### src/rtl/atm_txn_ctrl.sv
// ---------------------------------------------------------------------------
// atm_txn_ctrl
//
// Purpose:
//   Transaction controller that sits behind the unlock FSM. While locked it
//   ignores requests. When the unlock stage grants a session it serves one
//   request at a time (balance query, deposit, withdraw, logout) against a
//   balance register that persists across sessions. A session closes on
//   logout, after MAX_TXN counted transactions, or after TIMEOUT idle cycles.
//
// Ports:
//   clk             system clock, rising edge
//   rst             asynchronous active-high reset
//   unlock          session grant from the unlock stage (level)
//   req_valid       request present
//   req_op          00 balance, 01 deposit, 10 withdraw, 11 logout
//   req_amt         amount for deposit/withdraw
//   req_ready       request accepted this cycle when high with req_valid
//   rsp_valid       one-cycle response strobe
//   rsp_ok          request executed (held between strobes)
//   rsp_err         00 none, 01 insufficient, 10 overflow, 11 zero amount
//   balance         current balance
//   session_active  high while a session is open
// ---------------------------------------------------------------------------
module atm_txn_ctrl #(
   parameter int BAL_W    = 16,
   parameter int AMT_W    = 12,
   parameter int INIT_BAL = 1000,
   parameter int MAX_TXN  = 4,
   parameter int TIMEOUT  = 255
) (
   input  logic             clk,
   input  logic             rst,
   input  logic             unlock,
   input  logic             req_valid,
   input  logic [1:0]       req_op,
   input  logic [AMT_W-1:0] req_amt,
   output logic             req_ready,
   output logic             rsp_valid,
   output logic             rsp_ok,
   output logic [1:0]       rsp_err,
   output logic [BAL_W-1:0] balance,
   output logic             session_active
);

   localparam int TXN_W  = $clog2(MAX_TXN + 1);
   localparam int IDLE_W = $clog2(TIMEOUT + 1);

   localparam logic [1:0] OP_BAL    = 2'b00;
   localparam logic [1:0] OP_DEP    = 2'b01;
   localparam logic [1:0] OP_WDR    = 2'b10;
   localparam logic [1:0] OP_LOGOUT = 2'b11;

   localparam logic [1:0] ERR_NONE  = 2'b00;
   localparam logic [1:0] ERR_INSUF = 2'b01;
   localparam logic [1:0] ERR_OVFL  = 2'b10;
   localparam logic [1:0] ERR_ZERO  = 2'b11;

   typedef enum logic [1:0] {
      S_LOCKED,
      S_IDLE,
      S_EXEC,
      S_RESP
   } state_t;

   state_t             state;
   state_t             state_nxt;
   logic               armed;
   logic [TXN_W-1:0]   txn_cnt;
   logic [TXN_W-1:0]   txn_after;
   logic [IDLE_W-1:0]  idle_cnt;
   logic [1:0]         op_q;
   logic [AMT_W-1:0]   amt_q;
   logic [BAL_W-1:0]   amt_ext;
   logic [BAL_W:0]     dep_sum;
   logic               exec_ok;
   logic [1:0]         exec_err;
   logic [BAL_W-1:0]   exec_bal;
   logic               idle_expired;
   logic               txn_limit;

   // Deposit sum is one bit wider than the balance so an overflow shows up
   // as the carry bit instead of silently wrapping.
   assign amt_ext = BAL_W'(amt_q);
   assign dep_sum = {1'b0, balance} + {1'b0, amt_ext};

   // Logout is the only op that does not count toward the session limit.
   assign txn_after    = txn_cnt + ((op_q != OP_LOGOUT) ? TXN_W'(1) : TXN_W'(0));
   assign txn_limit    = (txn_after == TXN_W'(MAX_TXN));
   assign idle_expired = (idle_cnt == IDLE_W'(TIMEOUT - 1));

   // Evaluate the captured request against the current balance. The result
   // is committed to the balance/response registers at the end of EXEC so
   // it is visible during the RESP cycle.
   always_comb begin
      exec_ok  = 1'b1;
      exec_err = ERR_NONE;
      exec_bal = balance;
      case (op_q)
         OP_DEP: begin
            if (amt_q == '0) begin
               exec_ok  = 1'b0;
               exec_err = ERR_ZERO;
            end else if (dep_sum[BAL_W]) begin
               exec_ok  = 1'b0;
               exec_err = ERR_OVFL;
            end else begin
               exec_bal = dep_sum[BAL_W-1:0];
            end
         end
         OP_WDR: begin
            if (amt_q == '0) begin
               exec_ok  = 1'b0;
               exec_err = ERR_ZERO;
            end else if (amt_ext > balance) begin
               exec_ok  = 1'b0;
               exec_err = ERR_INSUF;
            end else begin
               exec_bal = balance - amt_ext;
            end
         end
         default: begin
         end
      endcase
   end

   // State register.
   always_ff @(posedge clk or posedge rst) begin
      if (rst) begin
         state <= S_LOCKED;
      end else begin
         state <= state_nxt;
      end
   end

   // Next-state logic. In IDLE a request beats the timeout on the same
   // cycle; unlock only matters while locked and must have been re-armed.
   always_comb begin
      state_nxt = state;
      case (state)
         S_LOCKED: if (unlock && armed) state_nxt = S_IDLE;
         S_IDLE: begin
            if (req_valid)         state_nxt = S_EXEC;
            else if (idle_expired) state_nxt = S_LOCKED;
         end
         S_EXEC: state_nxt = S_RESP;
         S_RESP: begin
            if ((op_q == OP_LOGOUT) || txn_limit) state_nxt = S_LOCKED;
            else                                  state_nxt = S_IDLE;
         end
         default: state_nxt = S_LOCKED;
      endcase
   end

   // Outputs decoded purely from the state register.
   always_comb begin
      req_ready      = (state == S_IDLE);
      rsp_valid      = (state == S_RESP);
      session_active = (state != S_LOCKED);
   end

   // Session bookkeeping: the arm flag forces unlock to fall before another
   // session can open, and the counters restart whenever a session opens.
   always_ff @(posedge clk or posedge rst) begin
      if (rst) begin
         armed    <= 1'b1;
         txn_cnt  <= '0;
         idle_cnt <= '0;
      end else begin
         case (state)
            S_LOCKED: begin
               if (!unlock) begin
                  armed <= 1'b1;
               end else if (armed) begin
                  armed    <= 1'b0;
                  txn_cnt  <= '0;
                  idle_cnt <= '0;
               end
            end
            S_IDLE: begin
               if (req_valid) idle_cnt <= '0;
               else           idle_cnt <= idle_cnt + IDLE_W'(1);
            end
            S_RESP: txn_cnt <= txn_after;
            default: begin
            end
         endcase
      end
   end

   // Datapath: capture the request on the handshake, commit the evaluated
   // result on leaving EXEC. rsp_ok/rsp_err keep their value between strobes.
   always_ff @(posedge clk or posedge rst) begin
      if (rst) begin
         op_q    <= OP_BAL;
         amt_q   <= '0;
         balance <= BAL_W'(INIT_BAL);
         rsp_ok  <= 1'b0;
         rsp_err <= ERR_NONE;
      end else begin
         case (state)
            S_IDLE: begin
               if (req_valid) begin
                  op_q  <= req_op;
                  amt_q <= req_amt;
               end
            end
            S_EXEC: begin
               balance <= exec_bal;
               rsp_ok  <= exec_ok;
               rsp_err <= exec_err;
            end
            default: begin
            end
         endcase
      end
   end

endmodule

### config.mk
export PLATFORM = sky130hd
export DESIGN_NAME = atm_txn_ctrl
export DESIGN_NICKNAME = d
export VERILOG_FILES = /design/src/rtl/atm_txn_ctrl.sv
export SDC_FILE = /design/constraint.sdc
export NUM_CORES = 1
export LEC_CHECK = 0
export CAP_MARGIN = 10
export CORE_ASPECT_RATIO = 1.2
export CORE_MARGIN = 10
export CORE_UTILIZATION = 57
export DETAILED_ROUTE_END_ITERATION = 16
export PLACE_DENSITY = 0.81
export SKIP_LAST_GASP = 1
export SLEW_MARGIN = 15
export SYNTH_ARGS = -nofsm -noshare
export SYNTH_HDL_FRONTEND = slang
export SYNTH_SLANG_ARGS = --single-unit
### constraint.sdc
create_clock -name clk -period 2.7 [get_ports clk]
set_input_delay 0.54 -clock clk [delete_from_list [all_inputs] [get_ports clk]]
set_output_delay 0.54 -clock clk [all_outputs]
set_load 0.005 [all_outputs]
==> flow_summary.yaml <==
job:
  maxCapViolations: 0
logic_synthesis:
  synth.distinct_cells: 60
  synth_edf_count: 0
  synth_top_cell_area_share: 0.291
  syn-mean-instance-area_um2: 8.88
  synth_seq_area_share: 0.344
  synthMostInstantiatedCell: "dfrtp_1"
  synth_seq_cells: 47
  ys_top_cells_by_area: "dfrtp_1, ha_1, dfstp_2"
  yosysTopAreaCell: "dfrtp_1"
  yosys_warnings: 0
  synth_flop_cell: "dfrtp_1"
  netlist_area_um2: 3440
  ys_async_sr_fraction: 1.00
  synth_cells: 388
  synth_nets: 439
drt:
  ant_nets: 0
  drc: 0
  wl_um: 7990
  drt-initial-drc-count: 146
  num_vias: 2914
  routed_via_density: 5.75
  dr.pass1.iters: 4
  avgRoutedWirePerCell_um: 15.8
grt:
  antenna_found_initial: 0
  grt_pass1_vias: 2782
  grt_pass1_wl_um: 13300
  overflow: 0
  grt_max_degree: 29
  grt_use_total: 0.163
sta:
  finalCritPeriodShare: 0.956
  fin_hold_ws_ns: 0.484
  drv_slew: 0
  slew-limit-headroom: 0.562
  tightest_slew_ns: 0.655
  fmax_mhz: 388
  finalClockSkew_ns: 0.00921
  hold_viol: 0
  post-route-min-period_ns: 2.58
  setup_violations: 0
  setup-tns-final_ns: 0
  setup_ws_ns: 0.120
clock_network:
  cts.sinks: 47
  cts_tree: "yes"
  holdBufCountCts: 0
  htreeDepth: 2
  cts.path.max_buffers: 2
  path_clk_slew_ns: 0.10
  clock_latency_ns: 0.31
  cts_buffers: 5
  cts.root.buffer_cell: "clkbuf_8"
floorplan:
  core_area_um2: 5780
  die_h_um: 105
  fp.dieArea_um2: 9570
  die_w_um: 91.0
  num_rows: 30
  io-pin-count: 40
  initial_utilization: 0.596
min_path:
  hold_depth: 2
  min_to: "rsp_err[0]"
  hold_class: "reg -> reg"
  hold_start: "rsp_err[0]"
power:
  cellPowerDensity_nw_per_um2: 1300
  max-vdd-ir-drop_uv: 708
  seq_power_share: 0.269
  p_leak_nw: 1.77
  p_clk_frac: 0.084
  p_comb_frac: 0.647
  p_sw_mw: 2.50
  power.switching_fraction: 0.474
  p_int_mw: 2.77
finish:
  nets: 477
  multi_input_area_um2: 2070
  area_growth_pct: 17.5
  diodes: 0
  fin_cells: 507
  regArea_um2: 1180
  nFillCells: 464
  final_layout_size_suffix_gt1_frac: 0.138
worst_setup_path:
  crit_path_start_kind: "flop"
  cp.required_ns: 2.94
  arrival_ns: 2.82
  crit_type: "reg -> reg"
  rr_startpoint: "balance[3]"
  endpoint_kind: "flop"
  worstRegToRegCells: 7
  rrSetupSlack_ns: 0.12
  reg2reg_to: "balance[8]"
  worstPathMaxFanout: 7
status:
  status: "finished, final reports clean"
place:
  pre_cts_ws_ns: 0.0995
  gp_congestion: 0.943
  placed_cells: 495
  place_hpwl_um: 6170
  port_buffers: 39
flip-flops by register name, indices dropped and copies added, names as in the netlist, named ones only:
signal / count
state: 1
op_q: 2
amt_q: 12
balance: 16
idle_cnt: 8
rsp_ok: 1
armed: 1
txn_cnt: 3
rsp_err: 2
cell type report:
cell class / count / share of cell area
Multi-Input combinational cell: 290 / 0.511
Sequential cell: 47 / 0.293
Timing Repair Buffer: 49 / 0.118
Inverter: 33 / 0.0306
Tap cell: 80 / 0.0247
Clock buffer: 5 / 0.0170
Clock inverter: 3 / 0.00556
kinds of logic (layout without fill, tap and decap cells):
kind of cell	count (synthesis)	in the layout	synth area share
simple gates	109	109	0.153
fa+ha+maj	33	33	0.124
flops	47	47	0.344
mux	17	17	0.0552
xor+xnor	19	19	0.0483
compound gates	112	112	0.210
buf+inv	51	90	0.0650
layout by cell type, fill, tap and decap left out, types with 5 or more instances in the layout:
cell type / count
xor2_1: 12
dfrtp_1: 40
xnor2_1: 7
o211ai_1: 7
clkbuf_8: 5
a21oi_1: 29
clkdlybuf4s50_1: 39
buf_4: 9
inv_1: 30
nand4_1: 5
mux2_2: 16
nand2_1: 31
nor2_1: 31
nor2b_1: 6
nor3_1: 9
dfstp_2: 7
o21ai_0: 30
nand2b_1: 9
ha_1: 31
per-stage QoR:
stage | instance area, um2 | power [mW] | util
2_1_floorplan | 3440 | 3.75 | -
3_3_place_gp | 3890 | 4.61 | 0.673
3_5_place_dp | 3890 | 4.70 | 0.673
4_1_cts | 3980 | 5.17 | 0.689
5_1_grt | 4050 | 5.75 | 0.700
6_report | 4050 | 5.26 | 0.700
power by group through the flow:
stage | registers, mW | clock network (mW) | logic [mW]
6_report | 1.42 | 0.444 | 3.40
5_1_grt | 1.47 | 0.487 | 3.80
4_1_cts | 1.42 | 0.457 | 3.29
3_5_place_dp | 1.44 | 0 | 3.27
3_3_place_gp | 1.41 | 0 | 3.20
2_1_floorplan | 1.30 | 0 | 2.45
worst max-delay path, stage by stage, from the launching register on:
cell,delay (ns)
dfstp_2,0.58
ha_1,0.33
a221o_2,0.43
o21ai_2,0.19
o21ai_2,0.14
o211ai_4,0.32
buf_4,0.20
mux2_2,0.33
how the worst max path moves through the flow:
stage	startpoint	endpoint	slack, ns	depth (start not counted)
floorplan	balance[0]	balance[13]	0.31	10
global placement	balance[0]	balance[13]	0.19	10
detailed placement	balance[0]	balance[15]	0.1	10
CTS	balance[0]	balance[15]	0.08	10
global route	balance[0]	balance[4]	-0.02	11
finish	balance[3]	balance[8]	0.12	7
what timing repair did:
item / in CTS / in global routing
gates resized for setup: 0 / 7
buffers inserted: 0 / 4
setup endpoints to repair: 0 / 11
per-layer routing:
layer | GRT usage | share of wire | vias to the layer above
met5 | 0 | 0 | -
met4 | 0.0415 | 0.016 | 0
met3 | 0.0279 | 0.047 | 11
met2 | 0.284 | 0.51 | 63
met1 | 0.202 | 0.43 | 1400
li1 | - | - | 1440
Power figures use the tool's default switching activity.
